--- src/rtl/pe_pkg.sv ---
// Shared encodings and field layout for PE result collection.
// Mode tags, class bit indices, per-format field positions.
package pe_pkg;

  localparam logic [1:0] MODE_FP16 = 2'b00;
  localparam logic [1:0] MODE_FP32 = 2'b01;
  localparam logic [1:0] MODE_FP64 = 2'b10;
  localparam logic [1:0] MODE_BF16 = 2'b11;

  localparam int CLS_ZERO = 0;
  localparam int CLS_INF  = 1;
  localparam int CLS_NAN  = 2;
  localparam int CLS_NEG  = 3;

  localparam int FP16_SIGN    = 15;
  localparam int FP16_EXP_LSB = 10;
  localparam int FP16_EXP_W   = 5;
  localparam int FP16_MAN_W   = 10;

  localparam int BF16_SIGN    = 15;
  localparam int BF16_EXP_LSB = 7;
  localparam int BF16_EXP_W   = 8;
  localparam int BF16_MAN_W   = 7;

  localparam int FP32_SIGN    = 31;
  localparam int FP32_EXP_LSB = 23;
  localparam int FP32_EXP_W   = 8;
  localparam int FP32_MAN_W   = 23;

  localparam int FP64_SIGN    = 63;
  localparam int FP64_EXP_LSB = 52;
  localparam int FP64_EXP_W   = 11;
  localparam int FP64_MAN_W   = 52;

  typedef struct packed {
    logic [1:0]  mode;
    logic [3:0]  cls;
    logic [63:0] data;
  } res_t;

  function automatic logic [3:0] mk_class(
    input logic sgn,
    input logic exp_ones,
    input logic exp_zero,
    input logic man_zero
  );
    logic [3:0] c;
    c           = '0;
    c[CLS_NEG]  = sgn;
    c[CLS_NAN]  = exp_ones & ~man_zero;
    c[CLS_INF]  = exp_ones & man_zero;
    c[CLS_ZERO] = exp_zero & man_zero;
    return c;
  endfunction

endpackage

--- src/rtl/pe_result_classify.sv ---
// Combinational precision mask and class extraction.
// Upper bits beyond the issued format are forced to zero.
module pe_result_classify
  import pe_pkg::*;
(
  input  logic [1:0]  i_mode,
  input  logic [63:0] i_word,
  output logic [63:0] o_data,
  output logic [3:0]  o_cls
);

  logic w_sgn;
  logic w_eo;
  logic w_ez;
  logic w_mz;

  always_comb begin
    o_data = '0;
    w_sgn  = 1'b0;
    w_eo   = 1'b0;
    w_ez   = 1'b0;
    w_mz   = 1'b0;
    unique case (1'b1)
      (i_mode == MODE_FP64): begin
        o_data = i_word;
        w_sgn  = i_word[FP64_SIGN];
        w_eo   = &i_word[FP64_EXP_LSB +: FP64_EXP_W];
        w_ez   = ~|i_word[FP64_EXP_LSB +: FP64_EXP_W];
        w_mz   = ~|i_word[0 +: FP64_MAN_W];
      end
      (i_mode == MODE_FP32): begin
        o_data[31:0] = i_word[31:0];
        w_sgn  = i_word[FP32_SIGN];
        w_eo   = &i_word[FP32_EXP_LSB +: FP32_EXP_W];
        w_ez   = ~|i_word[FP32_EXP_LSB +: FP32_EXP_W];
        w_mz   = ~|i_word[0 +: FP32_MAN_W];
      end
      (i_mode == MODE_BF16): begin
        o_data[15:0] = i_word[15:0];
        w_sgn  = i_word[BF16_SIGN];
        w_eo   = &i_word[BF16_EXP_LSB +: BF16_EXP_W];
        w_ez   = ~|i_word[BF16_EXP_LSB +: BF16_EXP_W];
        w_mz   = ~|i_word[0 +: BF16_MAN_W];
      end
      default: begin
        o_data[15:0] = i_word[15:0];
        w_sgn  = i_word[FP16_SIGN];
        w_eo   = &i_word[FP16_EXP_LSB +: FP16_EXP_W];
        w_ez   = ~|i_word[FP16_EXP_LSB +: FP16_EXP_W];
        w_mz   = ~|i_word[0 +: FP16_MAN_W];
      end
    endcase
    o_cls = mk_class(w_sgn, w_eo, w_ez, w_mz);
  end

endmodule

--- src/rtl/pe_result_collector.sv ---
// Tracks PE issues through its fixed latency, captures,
// masks and classifies results into a valid/ready FIFO.
module pe_result_collector
  import pe_pkg::*;
#(
  parameter int LATENCY = 2,
  parameter int DEPTH   = 4
) (
  input  logic                     clk,
  input  logic                     rst_n,
  input  logic                     issue_valid,
  input  logic [1:0]               issue_mode,
  input  logic [63:0]              pe_out,
  output logic                     res_valid,
  input  logic                     res_ready,
  output logic [63:0]              res_data,
  output logic [1:0]               res_mode,
  output logic [3:0]               res_class,
  output logic [$clog2(DEPTH):0]   count,
  output logic                     drop_err
);

  localparam int AW = $clog2(DEPTH);
  localparam int CW = AW + 1;

  logic [LATENCY-1:0] r_trk_v;
  logic [1:0]         r_trk_m [LATENCY];

  logic [AW-1:0]      r_wp;
  logic [AW-1:0]      r_rp;
  logic [CW-1:0]      r_cnt;
  logic               r_drop;
  res_t               r_mem [DEPTH];

  logic               w_cap;
  logic [1:0]         w_cap_mode;
  logic [63:0]        w_cap_data;
  logic [3:0]         w_cap_cls;
  logic               w_full;
  logic               w_pop;
  logic               w_push;
  logic               w_drop;
  res_t               w_head;

  always_ff @(posedge clk or negedge rst_n) begin
    if (!rst_n) begin
      r_trk_v <= '0;
      for (int i = 0; i < LATENCY; i++)
        r_trk_m[i] <= '0;
    end else begin
      r_trk_v[0] <= issue_valid;
      r_trk_m[0] <= issue_mode;
      for (int i = 1; i < LATENCY; i++) begin
        r_trk_v[i] <= r_trk_v[i-1];
        r_trk_m[i] <= r_trk_m[i-1];
      end
    end
  end

  assign w_cap      = r_trk_v[LATENCY-1];
  assign w_cap_mode = r_trk_m[LATENCY-1];

  pe_result_classify u_cls (
    .i_mode (w_cap_mode),
    .i_word (pe_out),
    .o_data (w_cap_data),
    .o_cls  (w_cap_cls)
  );

  // A full FIFO still accepts a capture if the head leaves this cycle.
  assign w_full = (r_cnt == CW'(DEPTH));
  assign w_pop  = res_valid && res_ready;
  assign w_push = w_cap && (!w_full || w_pop);
  assign w_drop = w_cap && w_full && !w_pop;

  always_ff @(posedge clk or negedge rst_n) begin
    if (!rst_n) begin
      for (int i = 0; i < DEPTH; i++)
        r_mem[i] <= '0;
    end else if (w_push) begin
      r_mem[r_wp] <= '{mode: w_cap_mode,
                       cls:  w_cap_cls,
                       data: w_cap_data};
    end
  end

  always_ff @(posedge clk or negedge rst_n) begin
    if (!rst_n) begin
      r_wp   <= '0;
      r_rp   <= '0;
      r_cnt  <= '0;
      r_drop <= 1'b0;
    end else begin
      if (w_push)
        r_wp <= r_wp + AW'(1);
      if (w_pop)
        r_rp <= r_rp + AW'(1);
      if (w_push && !w_pop)
        r_cnt <= r_cnt + CW'(1);
      else if (!w_push && w_pop)
        r_cnt <= r_cnt - CW'(1);
      if (w_drop)
        r_drop <= 1'b1;
    end
  end

  assign w_head    = r_mem[r_rp];
  assign res_valid = (r_cnt != '0);
  assign res_data  = res_valid ? w_head.data : '0;
  assign res_mode  = res_valid ? w_head.mode : '0;
  assign res_class = res_valid ? w_head.cls  : '0;
  assign count     = r_cnt;
  assign drop_err  = r_drop;

endmodule

--- config.mk ---
export PLATFORM = sky130hd
export DESIGN_NAME = pe_result_collector
export DESIGN_NICKNAME = d
export VERILOG_FILES = /design/src/rtl/pe_pkg.sv /design/src/rtl/pe_result_classify.sv /design/src/rtl/pe_result_collector.sv
export SDC_FILE = /design/constraint.sdc
export NUM_CORES = 1
export LEC_CHECK = 0
export ABC_AREA = 1
export CORE_MARGIN = 5
export CORE_UTILIZATION = 57
export CTS_CLUSTER_DIAMETER = 150
export DETAILED_ROUTE_END_ITERATION = 12
export GPL_ROUTABILITY_DRIVEN = 0
export PLACE_DENSITY = 0.87
export SLEW_MARGIN = 40
export SYNTH_ARGS = -nofsm -noshare
export SYNTH_HDL_FRONTEND = slang
export SYNTH_SLANG_ARGS = --single-unit
--- constraint.sdc ---
create_clock -name clk -period 2.5 [get_ports clk]
set_input_delay 0.375 -clock clk [delete_from_list [all_inputs] [get_ports clk]]
set_output_delay 0.375 -clock clk [all_outputs]
set_load 0.05 [all_outputs]
==> run summary <==
run status - complete, but fails checks
failing checks - setup timing
pre-CTS WS - 0.0902 ns
final clock skew - 0.00818 ns
leakage power - 7.72 nW
Final Max Tran Viols - 0
I/O pins - 145
syn nets - 1779
Power Density - 1640 nW/um2
n_diodes - 0
clk sink count - 294
drt drc - 0
f_max - 393 MHz
most frequent cells in the layout - nand2_1, o21ai_0, dfrtp_1
Slowest cell on crit path - dfrtp_4
Synth Instances - 1699
Overflow after GRT - 0
Final min period - 2.54 ns
Post-synth EDFFs - 0
clk buf depth - 3
commonest non-fill, non-tap cell in the layout - nand2_1
initial core utilization - 58.1%
ANT nets after route - 0
WP data required - 2.12 ns
ys async rst share - 100%
htree depth - 1
period utilization - 102%
final setup fails - 4
later-pin clock latency in the skew report - 0.54 ns
area of the multi-input gates - 5590 um2
Layout area overhead - 22.1%
Rows - 56
Inserted Clock Buffers - 30
Worst Max-Slew Pin Slew - 0.551 ns
Syn. warnings - 0
Final #Nets - 1884
vias - 12710
Worst Setup End Kind - output port
IO buf count - 144
Worst Hold Slack - 0.271 ns
Tightest Hold Check Type - input port to flop
vias in the first global route - 12246
Total Routed Length - 40100 um
1st-iter DRT viols - 1685
Crit path largest cell delay - 0.56 ns
Die Height - 165 um
Worst VDD drop - 1.72 mV
worst setup margin - -0.0419 ns
Max Cap Viol - 0
met1 Use GR - 37.2%
Core ar. - 23500 um2
Post-synth top flop - dfrtp_1
Worst Path Arrival - 2.17 ns
final setup TNS - -0.0531 ns
met2 usage - 45.7%
fillers - 1768
synthesized area per cell - 8.06 um2
initial antenna violation count - 2
WL/cell - 18.7 um
Worst Path Class, Setup - flop to output port
FF-to-FF setup slack - 0.24 ns
DP HPWL - 23000 um
fin cells - 2147
Cells after DPL - 2075
Startpoint Class - flop
CTS tree - done
worst path bufs/invs - 3
layout cells sized above 1 - 11.0%
GR Util met3 - 5.02%
RSZ-0062 raised after global routing - yes
largest net degree at the start of global routing - 79
Storage cell area - 7360 um2
die area - 27200 um2
Horiz. Die Dim - 165 um
total track usage - 27.8%
Synth Cell Area - 13700 um2
Final Hold Fails - 0
Relative slew margins - 63.1%
Detailed Routing Iterations Pass 1 - 6
Worst-path clk slew - 0.06 ns
CP max FO - 30
first-pass GRT wire length - 61100 um
Via density - 5.92
sequential element share of the synthesized area - 53.8%
Most Crowded Layer GR - met2
#FFs+latches synth - 294
cell family with most CP delay - buffers and inverters
library cells used by synthesis - 32
Clock Tree Root - clkbuf_16
worst-path cell chain - inv_6 -> buf_12 -> o21ai_0 -> a21oi_1 -> buf_4
## through the flow
step	instance area, um2	power (mW)	utilization, %
finish	16700	27.3	71.0
global route	16700	28.9	71.0
detailed placement	15300	21.6	65.0
floorplan	13700	17.1	-
global placement	15300	21.1	65.0
CTS	16400	26.4	69.6
## power by group
| part | internal, mW | switching [mW] |
|---|---|---|
| clock network | 2.79 | 1.82 |
| logic | 4.88 | 9.79 |
| registers | 6.86 | 1.18 |
| total | 14.5 | 12.8 |
## final cells by class
cell class	instances	share of cell area, %
Clock buffer	47	5.42
Clock inverter	9	0.741
Inverter	48	1.14
Multi-Input combinational cell	1240	33.4
Sequential cell	294	44.1
Tap cell	319	2.39
Timing Repair Buffer	190	12.8
## cells in the mapped netlist (4+ instances only)
cell type,n,area share [%]
a21oi_1,88,3.2
buf_2,44,1.6
buf_4,18,0.99
buf_6,9,0.74
clkbuf_1,45,1.2
dfrtp_1,294,54
ha_1,9,0.82
inv_1,41,1.1
inv_2,5,0.14
nand2_1,406,11
nand2_2,4,0.18
nand2_4,5,0.41
nand3_1,12,0.44
nand4_1,10,0.46
nor2_1,291,8.0
o21ai_0,349,13
o21ai_1,47,1.7
xor2_1,4,0.26
## state kept, by name (all words and copies together), names as in the netlist
name	count
count	3
drop_err	1
r_mem	280
r_rp	2
r_trk_m	2
r_trk_v	2
r_wp	2
w_cap_mode	2
## cells by family (layout without fill, tap and decap cells)
logic type               Yosys count  in the layout  share of synthesized area (%)
AO/OA/AOI/OAI                    486            486                           17.8
XOR/XNOR                           5              5                          0.320
adder cells (fa/ha/maj)           10             10                          0.969
buffers and inverters            165            294                           5.93
flip-flops                       294            294                           53.8
multiplexers                       1              1                         0.0823
AND/OR/NAND/NOR                  738            738                           21.1
## worst paths after layout
check                                     startpoint                endpoint  cells past startpoint
worst max register to register  count[1]$_DFFE_PN0P_    count[2]$_DFFE_PN0P_                     11
worst min register to register  r_trk_v[0]$_DFF_PN0_    r_trk_v[1]$_DFF_PN0_                      0
worst max-delay path             r_rp[0]$_DFFE_PN0P_             res_data[4]                      5
min in group asynchronous                      rst_n  r_mem[173]$_DFFE_PN0P_                      2
worst min-delay path                     issue_valid    r_trk_v[0]$_DFF_PN0_                      1
max in group asynchronous                      rst_n     r_rp[0]$_DFFE_PN0P_                      3
## metal layers
layer / vias up / share of wire (%)
li1: 5749 / -
met1: 6091 / 38
met2: 744 / 48
met3: 122 / 10
met4: 4 / 3.5
met5: - / 0.065
## timing repair
item,CTS,global route
endpoints found under the setup margin,67,58
pin swaps,2,13
resized for setup,5,36
hold buffers,1,0
cloned,0,8
setup buffers,2,5
endpoints found under the hold margin,53,0
Power figures use the tool's default switching activity.
